$ cat src/rtl/systolic_skew_feeder_pkg.sv
// Shared definitions for the systolic skew feeder: FSM state encoding,
// the drain-length calculation and the FP16 zero used as a bubble value.
package systolic_skew_feeder_pkg;

    typedef enum logic [1:0] {
        ST_IDLE  = 2'd0,
        ST_FEED  = 2'd1,
        ST_DRAIN = 2'd2,
        ST_DONE  = 2'd3
    } feeder_state_e;

    localparam logic [15:0] FP16_ZERO   = 16'h0000;
    localparam logic [15:0] K_COUNT_MAX = 16'hFFFF;

    // Cycles between the last accepted beat leaving the feeder and the
    // far-corner PE holding its final sum. Clamped to at least one cycle so
    // the drain counter always has something to count.
    function automatic int drain_cycles(input int arr_height, input int arr_width,
                                        input int pe_lat);
        int d_s;
        d_s = arr_height + arr_width + pe_lat - 32'sd2;
        if (d_s < 32'sd1) begin
            d_s = 32'sd1;
        end else begin
            d_s = d_s;
        end
        return d_s;
    endfunction

endpackage

$ cat src/rtl/systolic_skew_feeder_lane_delay.sv
// Fixed-depth register delay line for one array-edge lane. The output is
// taken straight from the last stage register.
module lane_delay #(
    parameter int WIDTH = 16,
    parameter int DEPTH = 1
) (
    input  logic             clk,
    input  logic             reset,
    input  logic [WIDTH-1:0] d,
    output logic [WIDTH-1:0] q
);

    logic [WIDTH-1:0] stage_r [DEPTH];

    // Shift chain advancing every cycle; reset flushes every stage to zero.
    always_ff @(posedge clk) begin
        if (reset) begin
            for (int k = 0; k < DEPTH; k++) begin
                stage_r[k] <= {WIDTH{1'b0}};
            end
        end else begin
            stage_r[0] <= d;
            for (int k = 1; k < DEPTH; k++) begin
                stage_r[k] <= stage_r[k-1];
            end
        end
    end

    assign q = stage_r[DEPTH-1];

endmodule

$ cat src/rtl/systolic_skew_feeder.sv
// Skews unskewed A columns / B rows onto the west and north edges of a
// systolic array, inserts zero bubbles on idle cycles, and signals when the
// array accumulators are final after the last K-step of a job.
module systolic_skew_feeder
    import systolic_skew_feeder_pkg::*;
#(
    parameter int WIDTH      = 16,
    parameter int ARR_HEIGHT = 4,
    parameter int ARR_WIDTH  = 4,
    parameter int PE_LAT     = 3
) (
    input  logic                        clk,
    input  logic                        reset,
    input  logic                        s_valid,
    output logic                        s_ready,
    input  logic                        s_last,
    input  logic [ARR_HEIGHT*WIDTH-1:0] s_a,
    input  logic [ARR_WIDTH*WIDTH-1:0]  s_b,
    output logic [ARR_HEIGHT*WIDTH-1:0] out_a,
    output logic [ARR_WIDTH*WIDTH-1:0]  out_b,
    output logic                        out_done_flag,
    output logic                        busy,
    output logic [15:0]                 k_count
);

    localparam logic [15:0] DRAIN_LEN = 16'(drain_cycles(ARR_HEIGHT, ARR_WIDTH, PE_LAT));

    feeder_state_e state_r;
    feeder_state_e next_state_s;

    logic        accept_s;
    logic        ready_nxt_s;
    logic        busy_nxt_s;
    logic        done_nxt_s;
    logic        ready_r;
    logic        busy_r;
    logic        done_r;
    logic [15:0] drain_cnt_r;
    logic [15:0] k_count_r;

    logic [ARR_HEIGHT*WIDTH-1:0] a_feed_s;
    logic [ARR_WIDTH*WIDTH-1:0]  b_feed_s;

    assign accept_s = s_valid & ready_r;

    // State register; reset wins over any beat offered in the same cycle.
    always_ff @(posedge clk) begin
        if (reset) begin
            state_r <= ST_IDLE;
        end else begin
            state_r <= next_state_s;
        end
    end

    // Next-state logic: job start/continue on accepted beats, timed drain.
    always_comb begin
        next_state_s = state_r;
        case (state_r)
            ST_IDLE: begin
                if (accept_s) begin
                    if (s_last) begin
                        next_state_s = ST_DRAIN;
                    end else begin
                        next_state_s = ST_FEED;
                    end
                end else begin
                    next_state_s = ST_IDLE;
                end
            end
            ST_FEED: begin
                if (accept_s && s_last) begin
                    next_state_s = ST_DRAIN;
                end else begin
                    next_state_s = ST_FEED;
                end
            end
            ST_DRAIN: begin
                if (drain_cnt_r <= 16'd1) begin
                    next_state_s = ST_DONE;
                end else begin
                    next_state_s = ST_DRAIN;
                end
            end
            ST_DONE: begin
                next_state_s = ST_IDLE;
            end
            default: begin
                next_state_s = ST_IDLE;
            end
        endcase
    end

    // Output decode from the upcoming state so the flags can be registered
    // and still line up with the state they describe.
    always_comb begin
        ready_nxt_s = 1'b1;
        busy_nxt_s  = 1'b0;
        done_nxt_s  = 1'b0;
        case (next_state_s)
            ST_IDLE: begin
                ready_nxt_s = 1'b1;
                busy_nxt_s  = 1'b0;
                done_nxt_s  = 1'b0;
            end
            ST_FEED: begin
                ready_nxt_s = 1'b1;
                busy_nxt_s  = 1'b1;
                done_nxt_s  = 1'b0;
            end
            ST_DRAIN: begin
                ready_nxt_s = 1'b0;
                busy_nxt_s  = 1'b1;
                done_nxt_s  = 1'b0;
            end
            ST_DONE: begin
                ready_nxt_s = 1'b0;
                busy_nxt_s  = 1'b1;
                done_nxt_s  = 1'b1;
            end
            default: begin
                ready_nxt_s = 1'b1;
                busy_nxt_s  = 1'b0;
                done_nxt_s  = 1'b0;
            end
        endcase
    end

    // Registered status outputs; reset returns to an idle, ready feeder.
    always_ff @(posedge clk) begin
        if (reset) begin
            ready_r <= 1'b1;
            busy_r  <= 1'b0;
            done_r  <= 1'b0;
        end else begin
            ready_r <= ready_nxt_s;
            busy_r  <= busy_nxt_s;
            done_r  <= done_nxt_s;
        end
    end

    // Drain down-counter: loaded on entry to DRAIN, counts to the DONE cycle.
    always_ff @(posedge clk) begin
        if (reset) begin
            drain_cnt_r <= 16'd0;
        end else if ((state_r != ST_DRAIN) && (next_state_s == ST_DRAIN)) begin
            drain_cnt_r <= DRAIN_LEN;
        end else if ((state_r == ST_DRAIN) && (drain_cnt_r != 16'd0)) begin
            drain_cnt_r <= drain_cnt_r - 16'd1;
        end else begin
            drain_cnt_r <= drain_cnt_r;
        end
    end

    // Beat counter: restarts at 1 on a job's first beat, saturates, and
    // holds between jobs so software can read the final K.
    always_ff @(posedge clk) begin
        if (reset) begin
            k_count_r <= 16'd0;
        end else if (accept_s && (state_r == ST_IDLE)) begin
            k_count_r <= 16'd1;
        end else if (accept_s && (state_r == ST_FEED) && (k_count_r != K_COUNT_MAX)) begin
            k_count_r <= k_count_r + 16'd1;
        end else begin
            k_count_r <= k_count_r;
        end
    end

    // Delay-line inputs: captured lane data on accepted beats, FP16 zero otherwise.
    always_comb begin
        if (accept_s) begin
            a_feed_s = s_a;
            b_feed_s = s_b;
        end else begin
            a_feed_s = {ARR_HEIGHT{WIDTH'(FP16_ZERO)}};
            b_feed_s = {ARR_WIDTH{WIDTH'(FP16_ZERO)}};
        end
    end

    // Lane i of either edge is delayed by i+1 cycles to form the wavefront.
    for (genvar i = 0; i < ARR_HEIGHT; i++) begin : g_a_lane
        lane_delay #(
            .WIDTH (WIDTH),
            .DEPTH (i + 1)
        ) u_a_delay (
            .clk   (clk),
            .reset (reset),
            .d     (a_feed_s[i*WIDTH +: WIDTH]),
            .q     (out_a[i*WIDTH +: WIDTH])
        );
    end

    for (genvar j = 0; j < ARR_WIDTH; j++) begin : g_b_lane
        lane_delay #(
            .WIDTH (WIDTH),
            .DEPTH (j + 1)
        ) u_b_delay (
            .clk   (clk),
            .reset (reset),
            .d     (b_feed_s[j*WIDTH +: WIDTH]),
            .q     (out_b[j*WIDTH +: WIDTH])
        );
    end

    assign s_ready       = ready_r;
    assign busy          = busy_r;
    assign out_done_flag = done_r;
    assign k_count       = k_count_r;

endmodule

$ cat config.mk
export PLATFORM = sky130hd
export DESIGN_NAME = systolic_skew_feeder
export DESIGN_NICKNAME = d
export VERILOG_FILES = /design/src/rtl/systolic_skew_feeder_pkg.sv /design/src/rtl/systolic_skew_feeder_lane_delay.sv /design/src/rtl/systolic_skew_feeder.sv
export SDC_FILE = /design/constraint.sdc
export NUM_CORES = 1
export LEC_CHECK = 0
export BUFFER_PORTS_ARGS = -buffer_cell sky130_fd_sc_hd__buf_2
export CAP_MARGIN = 20
export CORE_MARGIN = 5
export CORE_UTILIZATION = 25
export CTS_CLUSTER_SIZE = 16
export DETAILED_ROUTE_END_ITERATION = 10
export PLACE_DENSITY_LB_ADDON = 0.15
export SLEW_MARGIN = 20
export SYNTH_ARGS = -nofsm -noshare
export SYNTH_HDL_FRONTEND = slang
export SYNTH_SLANG_ARGS = --single-unit
$ cat constraint.sdc
create_clock -name clk -period 2.1 [get_ports clk]
set_input_delay 0 -clock clk [delete_from_list [all_inputs] [get_ports clk]]
set_output_delay 0 -clock clk [all_outputs]
set_load 0.005 [all_outputs]
==> flow_metrics.py, run 1 <==
metrics = {
    "setup_path": {
        "crit_type": "flop to flop",
        "arrival_ns": 2.51,
        "crit_fanout": 4,
        "required_ns": 2.58,
        "crit_top_cell": "or4_4",
        "path_cells": "or4_4 -> or4_4 -> or4_4 -> a21oi_2",
        "endpoint_kind": "flop",
        "cpMaxStageDelayCell": "or4_4",
        "startpoint_type": "flop",
        "critPathBufInv": 0,
        "path_delay_family": "simple AND/OR/NAND/NOR gates",
        "critPathMaxStageDelay_ns": 0.54,
    },
    "sta": {
        "post-route-min-period_ns": 2.03,
        "finalClockSkew_ns": 0.0100,
        "finalMaxSlewViolations": 0,
        "tightestPinTransition_ns": 0.559,
        "clock.fmax_mhz": 493,
        "max-slew-margin-rel_pct": 62.7,
        "setup_viol": 0,
        "hold_viol": 0,
        "fin_tns_setup_ns": 0,
        "fin_crit_sh_pct": 96.5,
        "setup_ws_ns": 0.0730,
        "rsz0062_at_grt": "false",
    },
    "logic_synthesis": {
        "yosysSeqAreaShare_pct": 65.1,
        "synth.distinct_cells": 49,
        "synth_nets": 1111,
        "ys_ff_latch": 357,
        "synth_edf_count": 0,
        "muxShareOfSynthArea_pct": 0.365,
        "syn_area_um2": 11000,
        "yosys.area_share.simple_pct": 24.2,
        "synth-compound-area-share_pct": 3.85,
        "synthFlopType": "dfxtp_1",
        "avgSynthCellArea_um2": 11.3,
        "synth-xor-area-share_pct": 0,
        "netlist_instances": 976,
        "synth_top_family_by_area": "simple AND/OR/NAND/NOR gates",
        "yosys.area_share.adder_pct": 0.342,
        "async_flop_share_pct": 0,
        "yosys_warnings": 0,
    },
    "clock_network": {
        "tritoncts.num_buffers": 42,
        "cts_sinks": 357,
        "cts-root-buf": "clkbuf_16",
        "ctsHtreeMaxLevel": 2,
        "clock_path_buffers": 3,
        "post_cts_buffers": 0,
        "cts_tree": "done",
        "insertion_delay_ns": 0.54,
        "path_clk_slew_ns": 0.06,
    },
    "placement": {
        "dpl_worst_slack_ns": 0.0702,
        "place_congestion": 0.756,
        "dp_hpwl_mm": 16.3,
        "port_buffers": 278,
    },
    "final_layout": {
        "final_nets": 1482,
        "areaGrowthSynthToFinish_pct": 40.6,
        "antennaDiodeCount": 0,
        "drive_gt1_share_pct": 28.2,
        "fillers": 4357,
    },
    "die": {
        "core_um2": 43300,
        "die_h_um": 220,
        "start_util_pct": 25.4,
        "rows": 76,
        "die_x_um": 220,
        "ioPinCount": 279,
        "die_area_um2": 48200,
    },
    "pwr": {
        "cellLeakagePower_nw": 6.74,
        "p_per_area_nw_per_um2": 993,
        "peakVddDrop_mv": 0.542,
    },
    "detailed_routing": {
        "ant_nets": 0,
        "drt-total-wl_mm": 25.3,
        "wl_per_cell_um": 12.9,
        "route.detailed.drc": 0,
        "dr_total_vias": 7427,
        "vias_per_cell": 3.79,
        "first_iter_violations": 315,
        "first_pass_iters": 4,
    },
    "job": {
        "cap_viol_max_count": 0,
    },
    "outcome": {
        "outcome": "complete, no violations",
    },
    "grt": {
        "grt_max_degree": 113,
        "grt_pass1_wl_mm": 40.0,
        "grt_use_total_pct": 10.4,
        "grt_overflow": 0,
        "antenna_found_initial": 3,
        "grt_pass1_vias": 7495,
    },
    "min_path": {
        "hold_path.class": "input port to flop",
    },
}
==> logic make-up after synthesis <==
group,after synthesis
muxes,4
DFF,357
and+or+nand+nor,429
adders and majority gates,3
AOI/OAI and AO/OA,66
buffers and inverters,117
==> registers in the layout, indices dropped and copies added (netlist names) <==
name                        count
busy                            1
drain_cnt_r                    16
g_a_lane.u_a_delay.stage_r    160
g_b_lane.u_b_delay.stage_r    160
k_count                        16
out_done_flag                   1
s_ready                         1
state_r                         2
==> cell type report <==
type                    instances  area (µm²)  area share (%)
inverters                       6        22.5           0.146
clock buffers                  53        1200            7.75
multi-input cells             502        3180            20.6
well taps                     585         732            4.74
repair buffers                438        2950            19.1
clock inverters                19         210            1.36
flip-flops and latches        357        7150            46.3
==> through the flow <==
step | hold slack, ns | instances | instance area (µm²) | total power, mW | util (%)
after global placement | 0.199 | 1757 | 12700 | 7.98 | 29.4
after CTS | 0.130 | 1960 | 15400 | 15.7 | 35.7
after floorplan | 0.122 | 976 | 11000 | 7.64 | -
final | 0.181 | 1960 | 15400 | 15.3 | 35.7
after global routing | 0.155 | 1960 | 15400 | 16.1 | 35.7
after detailed placement | 0.201 | 1757 | 12700 | 7.98 | 29.4
==> synthesized netlist by cell type, types with 2 or more instances <==
cell type	number	area, µm²
a2111oi_0	2	17.5
a211oi_1	3	22.5
a21oi_1	24	120
a31oi_1	2	12.5
and2_1	128	801
and3b_1	3	26.3
and4b_1	2	20.0
buf_4	64	480
clkbuf_1	46	173
dfxtp_1	357	7150
ha_1	3	37.5
inv_1	6	22.5
mux2i_1	4	40.0
nand2_1	17	63.8
nand2b_1	2	12.5
nand3_1	7	35.0
nand3b_1	3	22.5
nand4_1	10	62.6
nand4b_1	2	17.5
nor2_1	15	56.3
nor2b_1	194	1210
nor3_1	6	30.0
nor4_1	5	31.3
o21ai_0	11	55.1
o311ai_0	2	17.5
o31ai_1	10	75.1
o41ai_1	3	26.3
or2_2	2	12.5
or3_1	12	75.1
or4_1	12	90.1
==> final timing paths <==
check                                      startpoint                                  end  slack, ns  cells after the start
hold / removal                                s_b[36]  g_b_lane[2].u_b_delay.stage_r[0][4]       0.18                      3
setup reg to reg                       drain_cnt_r[5]                      drain_cnt_r[14]       0.07                      4
hold reg to reg   g_a_lane[3].u_a_delay.stage_r[0][2]  g_a_lane[3].u_a_delay.stage_r[1][2]       0.42                      1
setup / recovery                       drain_cnt_r[5]                      drain_cnt_r[14]       0.07                      4
==> per-layer routing <==
layer / routed length, µm / vias up / part of all wire [%] / global-route usage, %
met5: 40 / - / 0.16 / 0
met4: 868 / 6 / 3.4 / 4.29
met3: 2350 / 66 / 9.3 / 4.57
met2: 11300 / 223 / 45 / 16.0
met1: 10800 / 3308 / 42 / 12.7
li1: - / 3824 / - / -
==> power by group <==
group | internal (mW) | switching [mW]
Clock | 4.51 | 2.81
Combinational | 0.542 | 0.431
Sequential | 6.98 | 0.0611
Total | 12.0 | 3.30
==> worst reg2reg max path: stages, from the launching register on <==
cell,delay [ns]
dfxtp_1,0.33
or4_4,0.54
or4_4,0.45
or4_4,0.53
a21oi_2,0.12
==> cell usage in the layout, fill, tap and decap left out, types with 3 or more instances in the layout <==
cell	count
buf_2	277
nor2b_1	194
bufinv_16	4
o41ai_1	3
o31ai_1	10
nand3b_1	3
dlygate4sd3_1	131
clkbuf_16	45
nor4_1	5
mux2i_1	4
buf_4	27
clkinv_2	10
and2_1	128
clkinvlp_4	3
or4_4	4
clkbuf_1	4
ha_1	3
inv_1	6
dfxtp_1	357
nor3_1	6
nor2_1	14
o21ai_0	11
or3_1	12
nand4_1	10
nand2_1	17
or4_1	9
clkbuf_8	4
a21oi_1	23
and3b_1	3
a211oi_1	3
nand3_1	7
==> what timing repair did <==
item                                   4_1_cts  5_1_grt
hold buffers                               131        0
gates resized for setup                      0        4
endpoints found under the hold margin      186        0
setup endpoints to repair                    0        4
Note: power is estimated with default switching activity, not from simulation.
==> inputs of run 2 (changes only) <==
--- a/config.mk
+++ b/config.mk
@@ -7,7 +7,6 @@
 export LEC_CHECK = 0
 export BUFFER_PORTS_ARGS = -buffer_cell sky130_fd_sc_hd__buf_2
 export CAP_MARGIN = 20
-export CORE_MARGIN = 5
 export CORE_UTILIZATION = 25
 export CTS_CLUSTER_SIZE = 16
 export DETAILED_ROUTE_END_ITERATION = 10
==> flow_metrics.py, run 2 (synthesized netlist as in run 1, its figures left out) <==
metrics = {
    "sta": {
        "max-slew-margin-rel_pct": 57.6,
        "hold_viol": 0,
        "finalMaxSlewViolations": 0,
        "rsz0062_at_grt": "false",
        "tightestPinTransition_ns": 0.636,
        "fin_tns_setup_ns": 0,
        "setup_ws_ns": 0.0937,
        "fin_crit_sh_pct": 95.5,
        "finalClockSkew_ns": 0.0226,
        "setup_viol": 0,
        "clock.fmax_mhz": 498,
        "post-route-min-period_ns": 2.01,
    },
    "setup_path": {
        "path_delay_family": "simple AND/OR/NAND/NOR gates",
        "critPathBufInv": 0,
        "startpoint_type": "flop",
        "path_cells": "or4_4 -> or4_4 -> or4_1 -> a21oi_1",
        "required_ns": 2.58,
        "endpoint_kind": "flop",
        "crit_fanout": 5,
        "arrival_ns": 2.49,
        "crit_top_cell": "or4_4",
        "cpMaxStageDelayCell": "or4_4",
        "crit_type": "flop to flop",
        "critPathMaxStageDelay_ns": 0.53,
    },
    "placement": {
        "port_buffers": 278,
        "dpl_worst_slack_ns": 0.0980,
        "dp_hpwl_mm": 15.5,
        "place_congestion": 0.794,
    },
    "die": {
        "die_h_um": 212,
        "die_area_um2": 44800,
        "die_x_um": 212,
        "ioPinCount": 279,
        "rows": 76,
        "core_um2": 43200,
        "start_util_pct": 25.4,
    },
    "detailed_routing": {
        "drt-total-wl_mm": 24.3,
        "first_iter_violations": 210,
        "route.detailed.drc": 0,
        "ant_nets": 0,
        "vias_per_cell": 3.84,
        "first_pass_iters": 4,
        "wl_per_cell_um": 12.4,
        "dr_total_vias": 7542,
    },
    "final_layout": {
        "final_common_cell": "dfxtp_1",
        "multi_input_area_um2": 3170,
        "layout_common_cells": "dfxtp_1 (357), buf_2 (277), nor2b_1 (194)",
        "drive_gt1_share_pct": 28.0,
        "fillers": 4439,
        "final_nets": 1482,
        "areaGrowthSynthToFinish_pct": 40.8,
        "seq_area_um2": 7150,
        "top_regs": "g_a_lane.u_a_delay.stage_r (160), g_b_lane.u_b_delay.stage_r (160)",
    },
    "outcome": {
        "outcome": "complete, no violations",
    },
    "grt": {
        "grt_pass1_vias": 7439,
        "grt_pass1_wl_mm": 39.0,
        "antenna_found_initial": 4,
        "grt_max_degree": 94,
        "grt_overflow": 0,
        "grt_use_total_pct": 11.0,
    },
    "clock_network": {
        "tritoncts.num_buffers": 42,
        "path_clk_slew_ns": 0.06,
        "cts_sinks": 357,
        "ctsHtreeMaxLevel": 2,
        "post_cts_buffers": 0,
        "insertion_delay_ns": 0.55,
        "cts_tree": "done",
        "clock_path_buffers": 3,
        "cts-root-buf": "clkbuf_16",
    },
    "pwr": {
        "p_per_area_nw_per_um2": 998,
        "peakVddDrop_mv": 0.632,
        "cellLeakagePower_nw": 6.74,
    },
    "min_path": {
        "hold_path.class": "input port to flop",
    },
    "job": {
        "cap_viol_max_count": 0,
    },
}
==> run 2: worst paths after layout <==
check / from / to / slack (ns) / depth (start not counted)
worst max-delay path: drain_cnt_r[5] / drain_cnt_r[14] / 0.09 / 4
worst min-delay path: s_a[24] / g_a_lane[1].u_a_delay.stage_r[0][8] / 0.18 / 3
worst max register to register: drain_cnt_r[5] / drain_cnt_r[14] / 0.09 / 4
worst min register to register: g_b_lane[2].u_b_delay.stage_r[0][8] / g_b_lane[2].u_b_delay.stage_r[0][24] / 0.42 / 1
==> run 2: where the power goes <==
group          internal, mW  total [mW]  switching (mW)  leakage, nW
registers              6.98        7.04          0.0576         2.90
logic                 0.539       0.974           0.435         3.14
clock network          4.59        7.41            2.82        0.696
==> run 2: metrics by stage <==
step,power [mW],cell area (µm²),hold WS [ns],instances,util [%]
global route,16.2,15500,0.161,1965,35.8
floorplan,7.64,11000,0.122,976,-
CTS,15.8,15500,0.129,1964,35.8
global placement,7.97,12700,0.200,1757,29.4
detailed placement,7.98,12700,0.203,1757,29.4
finish,15.4,15500,0.182,1966,35.8
==> run 2: tightest hold or removal path, cell delays in order <==
cell and delay [ns]:
dlygate4sd3_1 0.51, buf_2 0.09, and2_1 0.10
==> run 2: repair_timing <==
action,4_1_cts,5_1_grt
hold buffers,131,0
setup endpoints to repair,0,3
resized for setup,0,2
endpoints found under the hold margin,172,0
==> run 2: layout make-up <==
| cell class | instances | share of cell area, % |
|---|---|---|
| clock buffers | 62 | 8.28 |
| inverters | 6 | 0.146 |
| clock inverters | 14 | 1.07 |
| well taps | 585 | 4.73 |
| flip-flops and latches | 357 | 46.2 |
| multi-input cells | 502 | 20.5 |
| diodes | 2 | 0.0324 |
| repair buffers | 438 | 19.0 |
==> run 2: routing by layer <==
| layer | track usage (%) | vias up | share of wire, % |
|---|---|---|---|
| met3 | 4.14 | 52 | 8.1 |
| met2 | 16.9 | 208 | 44 |
| met1 | 13.5 | 3429 | 45 |
| met5 | 0 | - | 0.14 |
| li1 | - | 3849 | - |
| met4 | 5.22 | 4 | 2.8 |
==> inputs of run 3 (changes only) <==
--- a/config.mk
+++ b/config.mk
@@ -7,6 +7,7 @@
 export LEC_CHECK = 0
 export BUFFER_PORTS_ARGS = -buffer_cell sky130_fd_sc_hd__buf_2
 export CAP_MARGIN = 20
+export CORE_MARGIN = 8
 export CORE_UTILIZATION = 25
 export CTS_CLUSTER_SIZE = 16
 export DETAILED_ROUTE_END_ITERATION = 10
==> flow_metrics.py, run 3 (synthesized netlist as in run 1, its figures left out) <==
metrics = {
    "placement": {
        "dpl_cell_area_um2": 12700,
        "place_congestion": 0.768,
        "dp_hpwl_mm": 17.3,
        "port_buffers": 278,
        "place_inst": 1757,
    },
    "detailed_routing": {
        "vias_per_cell": 3.79,
        "drt-met1-wl_mm": 11.1,
        "first_iter_violations": 315,
        "dr_total_vias": 7450,
        "top_layer": "met5",
        "ant_nets": 0,
        "route.detailed.drc": 0,
        "wl_per_cell_um": 13.3,
        "wl_met3_mm": 2.44,
        "first_pass_iters": 4,
        "wl_met2_mm": 11.9,
        "drt-total-wl_mm": 26.1,
    },
    "setup_path": {
        "arrival_ns": 2.50,
        "crit_fanout": 6,
        "endpoint_kind": "flop",
        "required_ns": 2.58,
        "startpoint_type": "flop",
        "crit_type": "flop to flop",
    },
    "grt": {
        "grt_max_degree": 103,
        "grt_pass1_vias": 7508,
        "grt_pass1_wl_mm": 40.9,
        "antenna_found_initial": 3,
        "grt_use_total_pct": 10.0,
        "grt_overflow": 0,
    },
    "die": {
        "rows": 76,
        "start_util_pct": 25.4,
        "ioPinCount": 279,
        "die_h_um": 226,
        "core_um2": 43300,
        "die_area_um2": 50900,
        "die_x_um": 226,
    },
    "clock_network": {
        "insertion_delay_ns": 0.55,
        "tritoncts.num_buffers": 42,
        "cts-root-buf": "clkbuf_16",
        "cts_tree": "done",
        "clock_path_buffers": 3,
        "path_clk_slew_ns": 0.06,
        "cts_sinks": 357,
        "ctsHtreeMaxLevel": 2,
    },
    "sta": {
        "tightestPinTransition_ns": 0.627,
        "clock.fmax_mhz": 496,
        "setup_viol": 0,
        "rsz0062_at_grt": "false",
        "fin_crit_sh_pct": 96.0,
        "hold_viol": 0,
        "post-route-min-period_ns": 2.02,
        "finalMaxSlewViolations": 0,
        "max-slew-margin-rel_pct": 58.2,
        "fin_tns_setup_ns": 0,
        "finalClockSkew_ns": 0.0147,
    },
    "final_layout": {
        "antennaDiodeCount": 0,
        "stdcell_count": 1964,
        "top_regs": "g_a_lane.u_a_delay.stage_r (160), g_b_lane.u_b_delay.stage_r (160)",
        "final_common_cell": "dfxtp_1",
        "final_nets": 1483,
        "layout_common_cells": "dfxtp_1 (356), buf_2 (277), nor2b_1 (194)",
        "areaGrowthSynthToFinish_pct": 40.9,
        "utilization_pct": 35.8,
        "fillers": 4383,
        "drive_gt1_share_pct": 28.1,
        "design_area_um2": 15500,
    },
    "min_path": {
        "hold_path.class": "input port to flop",
    },
    "pwr": {
        "p_per_area_nw_per_um2": 998,
        "cellLeakagePower_nw": 6.76,
        "totalPowerFinal_mw": 15.4,
        "peakVddDrop_mv": 0.520,
    },
    "outcome": {
        "outcome": "complete, no violations",
    },
    "job": {
        "cap_viol_max_count": 0,
    },
}
[run 3: cell count changes in the layout (fill, tap and decap cells not counted), moves of 2 or more]
cell / change
clkinv_4: -2
diode_2: -2
clkinv_2: +3
clkinvlp_4: -3
[run 3: report_power, final]
group / total (mW) / switching (mW) / internal [mW]
registers: 7.04 / 0.0590 / 6.98
logic: 0.990 / 0.439 / 0.552
clock network: 7.42 / 2.80 / 4.61
total: 15.4 / 3.30 / 12.2
[run 3: layout make-up]
| type | instances | area [µm²] | share of cell area [%] |
|---|---|---|---|
| inverters | 6 | 22.5 | 0.146 |
| repair buffers | 439 | 2960 | 19.1 |
| multi-input cells | 502 | 3170 | 20.5 |
| well taps | 585 | 732 | 4.73 |
| flip-flops and latches | 357 | 7150 | 46.2 |
| clock buffers | 62 | 1290 | 8.33 |
| clock inverters | 13 | 149 | 0.962 |
[run 3: worst paths after layout]
| check | startpoint | to | slack (ns) | depth (start not counted) |
|---|---|---|---|---|
| worst max-delay path | drain_cnt_r[5] | drain_cnt_r[14] | 0.08 | 4 |
| worst min-delay path | s_a[25] | g_a_lane[1].u_a_delay.stage_r[0][9] | 0.18 | 3 |
| worst max register to register | drain_cnt_r[5] | drain_cnt_r[14] | 0.08 | 4 |
| worst min register to register | g_a_lane[2].u_a_delay.stage_r[0][8] | g_a_lane[2].u_a_delay.stage_r[0][24] | 0.43 | 1 |
[run 3: worst max-delay path: stages (launching register included)]
cell and delay [ns]:
dfxtp_1 0.31, or4_4 0.53, or4_4 0.47, or4_1 0.52, a21oi_1 0.13
[run 3: through the flow]
stage	setup slack [ns]	hold slack, ns
after floorplan	0.0204	0.122
after global placement	0.0762	0.200
after detailed placement	0.0810	0.202
after CTS	0.0572	0.127
after global routing	0.0259	0.162
final	0.0847	0.179
[run 3: what timing repair did]
action / in CTS / in global routing
setup endpoints to repair: 0 / 4
resized for setup: 0 / 3
buffers inserted: 0 / 0
hold endpoints to repair: 182 / 0
hold buffers: 132 / 0
[run 3: metal layers]
layer / up-vias / global-route usage (%)
met3: 54 / 4.61
met5: - / 0
met1: 3353 / 11.6
met2: 203 / 15.9
li1: 3834 / -
met4: 6 / 4.30
